`config.mk`:
```
export PLATFORM = sky130hd
export DESIGN_NAME = div_unit
export DESIGN_NICKNAME = d
export VERILOG_FILES = /design/src/rtl/div_unit.sv
export SDC_FILE = /design/constraint.sdc
export NUM_CORES = 1
export LEC_CHECK = 0
export CORE_AREA = 2 2 164 134
export CTS_CLUSTER_DIAMETER = 120
export DETAILED_ROUTE_END_ITERATION = 16
export DIE_AREA = 0 0 166 136
export GPL_TIMING_DRIVEN = 0
export PLACE_DENSITY_LB_ADDON = 0.12
export SETUP_SLACK_MARGIN = 0.5
export SYNTH_ARGS = -nofsm -noshare
export SYNTH_HDL_FRONTEND = slang
export SYNTH_SLANG_ARGS = --single-unit
```
`constraint.sdc`:
```
create_clock -name iClk -period 5.8 [get_ports iClk]
set_input_delay 1.16 -clock iClk [delete_from_list [all_inputs] [get_ports iClk]]
set_output_delay 1.16 -clock iClk [all_outputs]
set_load 0.02 [all_outputs]
```
`src/rtl/div_unit.sv`:
```
// Multi-cycle restoring divider for DIV/DIVU: one quotient bit per clock,
// sign fix-up on the final iteration, divide-by-zero resolved in one cycle.
module div_unit #(
  parameter int WIDTH = 32
) (
  input  logic             iClk,
  input  logic             iReset,
  input  logic             iStart,
  input  logic             iSigned,
  input  logic [WIDTH-1:0] iDividend,
  input  logic [WIDTH-1:0] iDivisor,
  output logic             oBusy,
  output logic             oDone,
  output logic [WIDTH-1:0] oQuotient,
  output logic [WIDTH-1:0] oRemainder,
  output logic             oDivByZero
);

  // state | meaning
  // IDLE  | waiting for a start
  // CALC  | iterating, or one-cycle bypass when the divisor is zero
  // DONE  | results valid for one cycle, new start may be accepted
  typedef enum logic [1:0] {IDLE, CALC, DONE} state_t;

  localparam int CW = $clog2(WIDTH);
  localparam logic [CW-1:0] CNT_LAST = CW'(WIDTH - 1);

  state_t           state_q, state_d;
  logic [WIDTH-1:0] rem_q, quo_q, dvs_q;
  logic [CW-1:0]    cnt_q;
  logic             neg_q_q, neg_r_q, dbz_q;
  logic [WIDTH-1:0] q_out_q, r_out_q;
  logic             dbz_out_q;

  logic             accept;
  logic [WIDTH-1:0] abs_dividend, abs_divisor;
  logic [WIDTH:0]   shifted, diff;
  logic [WIDTH-1:0] rem_nx, quo_nx;

  assign accept = iStart && (state_q != CALC);

  always_comb begin
    abs_dividend = (iSigned && iDividend[WIDTH-1]) ? -iDividend : iDividend;
    abs_divisor  = (iSigned && iDivisor[WIDTH-1])  ? -iDivisor  : iDivisor;
    shifted      = {rem_q, quo_q[WIDTH-1]};
    diff         = shifted - {1'b0, dvs_q};
    rem_nx       = diff[WIDTH] ? shifted[WIDTH-1:0] : diff[WIDTH-1:0];
    quo_nx       = {quo_q[WIDTH-2:0], ~diff[WIDTH]};
  end

  always_ff @(posedge iClk) begin
    if (iReset) state_q <= IDLE;
    else        state_q <= state_d;
  end

  always_comb begin
    state_d = state_q;
    case (state_q)
      IDLE:    if (iStart) state_d = CALC;
      CALC:    if (dbz_q || cnt_q == CNT_LAST) state_d = DONE;
      DONE:    state_d = iStart ? CALC : IDLE;
      default: state_d = IDLE;
    endcase
  end

  always_comb begin
    oBusy      = (state_q == CALC);
    oDone      = (state_q == DONE);
    oQuotient  = q_out_q;
    oRemainder = r_out_q;
    oDivByZero = dbz_out_q;
  end

  // On a zero divisor quo_q carries the raw dividend through the bypass cycle.
  always_ff @(posedge iClk) begin
    if (iReset) begin
      rem_q     <= '0;
      quo_q     <= '0;
      dvs_q     <= '0;
      cnt_q     <= '0;
      neg_q_q   <= 1'b0;
      neg_r_q   <= 1'b0;
      dbz_q     <= 1'b0;
      q_out_q   <= '0;
      r_out_q   <= '0;
      dbz_out_q <= 1'b0;
    end else if (accept) begin
      rem_q   <= '0;
      cnt_q   <= '0;
      dvs_q   <= abs_divisor;
      dbz_q   <= (iDivisor == '0);
      quo_q   <= (iDivisor == '0) ? iDividend : abs_dividend;
      neg_q_q <= iSigned && (iDividend[WIDTH-1] ^ iDivisor[WIDTH-1]);
      neg_r_q <= iSigned && iDividend[WIDTH-1];
    end else if (state_q == CALC) begin
      if (dbz_q) begin
        q_out_q   <= '1;
        r_out_q   <= quo_q;
        dbz_out_q <= 1'b1;
      end else begin
        rem_q <= rem_nx;
        quo_q <= quo_nx;
        cnt_q <= cnt_q + 1'b1;
        if (cnt_q == CNT_LAST) begin
          q_out_q   <= neg_q_q ? -quo_nx : quo_nx;
          r_out_q   <= neg_r_q ? -rem_nx : rem_nx;
          dbz_out_q <= 1'b0;
        end
      end
    end
  end

endmodule

```
; ---- Yosys cells after proc, flatten, opt, wreduce, memory -nomap -nowiden
; Index checks and enable logic that the tools add are counted.
; Widths: inputs -> output; s select.
[totals]
inputBits = 68
word_cells = 61
regBits = 171
output_inout_bits = 67
[classes]
bitwise = 4
add_sub_neg = 6
n_mux = 19
eq_ne = 7
n_reduce_logical = 14
[ops]
columns = operator, n
row1 = $mux 32, 13
row2 = $neg 32->32, 4
row3 = $sub 33x32->33, 1
row4 = $logic_not 32->1, 1
row5 = $ne 2x1->1 const B, 3
row6 = $pmux 2 s3, 1
row7 = $reduce_and 2->1, 3
row8 = $add 5x1->5 const B, 1
row9 = $eq 5x5->1 const B, 1
row10 = $logic_and 1x1->1, 4
row11 = $mux 2, 2
row12 = $reduce_bool 2->1, 2
row13 = $mux 1, 3
row14 = $not 1->1, 3
row15 = $reduce_and 3->1, 1
row16 = $eq 2x1->1 const B, 1
row17 = $eq 2x2->1 const B, 1
row18 = $logic_not 2->1, 1
row19 = $ne 2x2->1 const B, 1
row20 = $reduce_or 2->1, 1
row21 = $logic_or 1x1->1, 1
row22 = $xor 1x1->1, 1

; ---- Logic depth before layout (Yosys ltp)
[logic_depth]
depth_word = 6
depth_mapped = 24
mapped_depth_nobuf = 22

; ---- Worst setup path before layout
; Ideal clock, no wire load.
[synth_timing]
kind = reg2reg
start = register quo_q[31]
end = register r_out_q[28], in the netlist oRemainder[28]
setup_ps = 60
setup_slack_ps = 1244
required_ps = 5740
t_arrival_ps = 4496
n_path_buf = 2
stages_incl_launch_ff = 24
path_cell_list = dfxtp_1 -> inv_1 -> ha_1 -> fa_1 -> nor2b_1 -> o31a_1 -> o21ai_2 -> a31oi_2 -> o21a_4 -> nor2_8 -> inv_2 -> buf_4 -> clkbuf_1 -> o21ai_0 -> inv_1 -> ha_1 -> nand2_1 -> nor4_1 -> nand3b_1 -> nor3_2 -> o21ai_2 -> or4_4 -> o32ai_2 -> a41o_1
[synth_between]
elab_chain_cells = 6
[synth_lines]
columns = element, line
row1 = from (decl), 29  ; logic [WIDTH-1:0] rem_q, quo_q, dvs_q;
row2 = from (signal assigned), 92  ; quo_q <= (iDivisor == '0) ? iDividend : abs_dividend;
row3 = from (signal assigned), 102  ; quo_q <= quo_nx;
row4 = $sub 33x32->33, 46  ; diff = shifted - {1'b0, dvs_q};
row5 = $mux 32 (*), 47  ; rem_nx = diff[WIDTH] ? shifted[WIDTH-1:0] : diff[WIDTH-1:0];
row6 = $neg 32->32, 106  ; r_out_q <= neg_r_q ? -rem_nx : rem_nx;
row7 = $mux 32 (*), 106
row8 = $mux 32 (*), 104  ; if (cnt_q == CNT_LAST) begin
row9 = $mux 32 (*), 96  ; if (dbz_q) begin
row10 = to (signal assigned), 98  ; r_out_q <= quo_q;
row11 = to (signal assigned), 106
row12 = to (decl), 32  ; logic [WIDTH-1:0] q_out_q, r_out_q;
; Mark *: on every way between the ends. The rest lies on a longest branch, timed or not. The select of a mux whose other input is x is not followed.
; A chain may end at the register's enable or synchronous reset.

; ---- Worst setup path after layout
; Ends and elaborated chain as after synthesis.

==> results.sh <==
export IMPL_finalHoldViolCount=0
export IMPL_antenna_found_initial=0
export IMPL_cp_common_cell="buf_6"
export IMPL_cts_buffers=17
export IMPL_synthCells=1515
export IMPL_worstSkewPairLatency_ns=0.44
export IMPL_clock_fmax_mhz=199
export IMPL_synth_warnings=0
export IMPL_rsz0062_at_grt="no"
export IMPL_synthFlopType="dfxtp_1"
export IMPL_period_needed_ns=5.02
export IMPL_final_common_cell="nor2_1"
export IMPL_drc=0
export IMPL_required_ns=6.18
export IMPL_ys_async_sr_fraction_pct=0
export IMPL_clock_root_buffer="clkbuf_16"
export IMPL_core_area_um2=21100
export IMPL_grt_busiest_layer="met2"
export IMPL_die_area_um2=22600
export IMPL_worstPathCellList="inv_1 -> ha_1 -> fa_1 -> nor2b_2 -> o31a_1 -> o21ai_4 -> a31oi_4 -> o21a_4 -> nor2_8 -> inv_2 -> buf_6 -> buf_6 -> nor2_1 -> a21oi_2 -> ha_4 -> nand2_1 -> nor4_4 -> nand3b_1 -> nor3_2 -> o21ai_2 -> or4_4 -> o32ai_2 -> a41o_1"
export IMPL_die_y_um=136
export IMPL_chipWidth_um=166
export IMPL_diodes=0
export IMPL_first_global_vias=11123
export IMPL_clk_path_buf_depth=2
export IMPL_synth_top_area_cell="dfxtp_1"
export IMPL_ys_ff_latch=171
export IMPL_critPathMaxFanout=10
export IMPL_crit_path_end_kind="flip-flop"
export IMPL_wl_per_cell_um=20.1
export IMPL_placedCellCount=1924
export IMPL_cp_slowest_cell="or4_4"
export IMPL_cts_tree="done"
export IMPL_critical_path_startpoint_type="flip-flop"
export IMPL_dr_pass1_iters=7
export IMPL_synth_edff_count=0
export IMPL_synthTopCellsByArea="dfxtp_1 (29%), nor2_1 (5.9%), xor2_1 (5.0%)"
export IMPL_use_met1_pct=48.7
export IMPL_gr_usage_met2_pct=51.3
export IMPL_crit_path_max_incr_delay_ns=0.53
export IMPL_tightest_slew_ns=0.715
export IMPL_post_route_period_util_pct=86.6
export IMPL_via_per_inst=6.31
export IMPL_use_met3_pct=8.91
export IMPL_postRouteAntennaNets=0
export IMPL_crit_family="simple AND/OR/NAND/NOR gates"
export IMPL_status="finished, final reports clean"
export IMPL_h_tree_depth=4
export IMPL_gp_congestion=0.957
export IMPL_synthDistinctLibCells=103
export IMPL_slew_headroom_pct=52.2
export IMPL_io_buffers=134
export IMPL_ir_drop_v=0.000218
export IMPL_netlist_area_leader_share_pct=28.7
export IMPL_layout_common_cells="nor2_1 (188), dfxtp_1 (169), nand2_1 (136), clkdlybuf4s50_1 (134), a21oi_1 (91)"
export IMPL_syn_nets=1622
export IMPL_fin_setup_tns_ns=0
export IMPL_vias=12385
export IMPL_finalWirelength_um=39500
export IMPL_setup_viol=0
export IMPL_boundaryPins=135
export IMPL_drt_iter0_drc=1601
export IMPL_synth_seq_area_share_pct=28.7
export IMPL_cp_num_buf_inv=4
export IMPL_grt_max_degree=19
export IMPL_drive_above_1_share_pct=7.47
export IMPL_hold_slack_ns=0.466
export IMPL_grt_overflow_total=0
export IMPL_hp_class="flip-flop to flip-flop"
export IMPL_clk_pin_slew_ns=0.07
export IMPL_final_area_um2=14300
export IMPL_finalMaxSlewViolations=0
export IMPL_grt_pass1_wl_um=60900
export IMPL_critPathArrivalTime_ns=5.40
export IMPL_initial_core_util_pct=56.6
export IMPL_p_leak_nw=5.07
export IMPL_powerDensity_nw_per_um2=282
export IMPL_syn2layout_area_growth_pct=20.0
export IMPL_syn_area_um2=11900
export IMPL_dpl_cell_area_um2=13600
export IMPL_final_cells=1962
export IMPL_path_class="flip-flop to flip-flop"
export IMPL_cap_violations=0
export IMPL_clock_sinks=171
export IMPL_placementRows=48
export IMPL_skew_ns=0.0130
export IMPL_grt_usage_pct=34.1
export IMPL_final_nets=1781
export IMPL_dp_hpwl_um=31400
export IMPL_syn_avg_cell_area_um2=7.87
## timing repair
item	CTS	global route
endpoints found under the setup margin	15	14
buffers inserted	1	5
hold buffers	0	0
pin swaps	1	3
gates resized for setup	7	14
hold endpoints to repair	0	0
## sequential cells by signal, summed over array words and instances (netlist names)
register	count
rem_q	32
oQuotient	32
state_q	2
cnt_q	5
neg_r_q	1
quo_q	32
dvs_q	32
oDivByZero	1
oRemainder	32
neg_q_q	1
dbz_q	1
## per-layer routing
metal | wire [um] | part of all wire [%]
met1 | 17400 | 44
met2 | 16600 | 42
met3 | 4850 | 12
met4 | 628 | 1.6
met5 | 0 | 0
## worst paths after layout
kind | start | end | slack [ns] | depth (start not counted)
worst min register to register | dvs_q[31] | dvs_q[31] | 0.47 | 2
worst max register to register | quo_q[31] | oRemainder[28] | 0.78 | 23
worst min-delay path | dvs_q[31] | dvs_q[31] | 0.47 | 2
worst max-delay path | quo_q[31] | oRemainder[28] | 0.78 | 23
## where the power goes
part	switching (mW)	internal [mW]	leakage, nW
logic	1.01	0.601	3.39
registers	0.0713	1.23	1.39
clock network	0.553	0.575	0.284
total	1.63	2.40	5.07
## kinds of logic (layout without fill, tap and decap cells)
family | Yosys count | count (layout) | share of synthesized area (%)
AOI/OAI and AO/OA | 471 | 471 | 28.3
xor gates and xnor gates | 133 | 133 | 9.76
adders and majority gates | 39 | 39 | 4.15
buffers and inverters | 162 | 334 | 5.66
DFF | 171 | 171 | 28.7
muxes | 32 | 32 | 2.85
and+or+nand+nor | 507 | 507 | 20.6
## synth_stat cells (7+ instances only)
cell type    n
a211oi_1    76
a21o_1      10
a21oi_1     92
a222oi_1    16
a22oi_1     44
a31oi_1     10
and2_1       7
buf_2       12
clkbuf_1    83
dfxtp_1    171
ha_1        38
inv_1       51
mux2i_1     27
nand2_1    136
nand2b_1    17
nand3_1     23
nand3b_1     7
nand4_1     12
nor2_1     188
nor3_1      31
nor4_1      10
o211ai_1     8
o21a_1       9
o21ai_0     74
o22ai_1     18
o31ai_1     29
o41ai_1     11
or3_1       14
or4_1       19
xnor2_1     65
xor2_1      68
## through the flow
stage               power (mW)  utilization (%)  worst slack, ns
CTS                       3.96             67.5            0.513
floorplan                 2.41                -             1.24
global route              4.22             67.9            0.512
global placement          2.81             64.6           0.0480
detailed placement        2.84             64.6          -0.0334
finish                    4.04             67.9            0.777
## layout make-up
cell class                 count  area (um2)
tap                          275         344
fill                        1879        6770
buffer                       110         499
timing repair buffer         140        1390
sequential                   171        3430
inverter                      52         195
clock inverter                14         149
clock buffer                  18         429
multi-input combinational   1182        7880
## tightest hold or removal path, stage by stage (launching register included)
cell	delay, ns
dfxtp_1	0.31
nand2_1	0.06
a21oi_1	0.05
No activity file was read; power rests on OpenSTA's default activity.
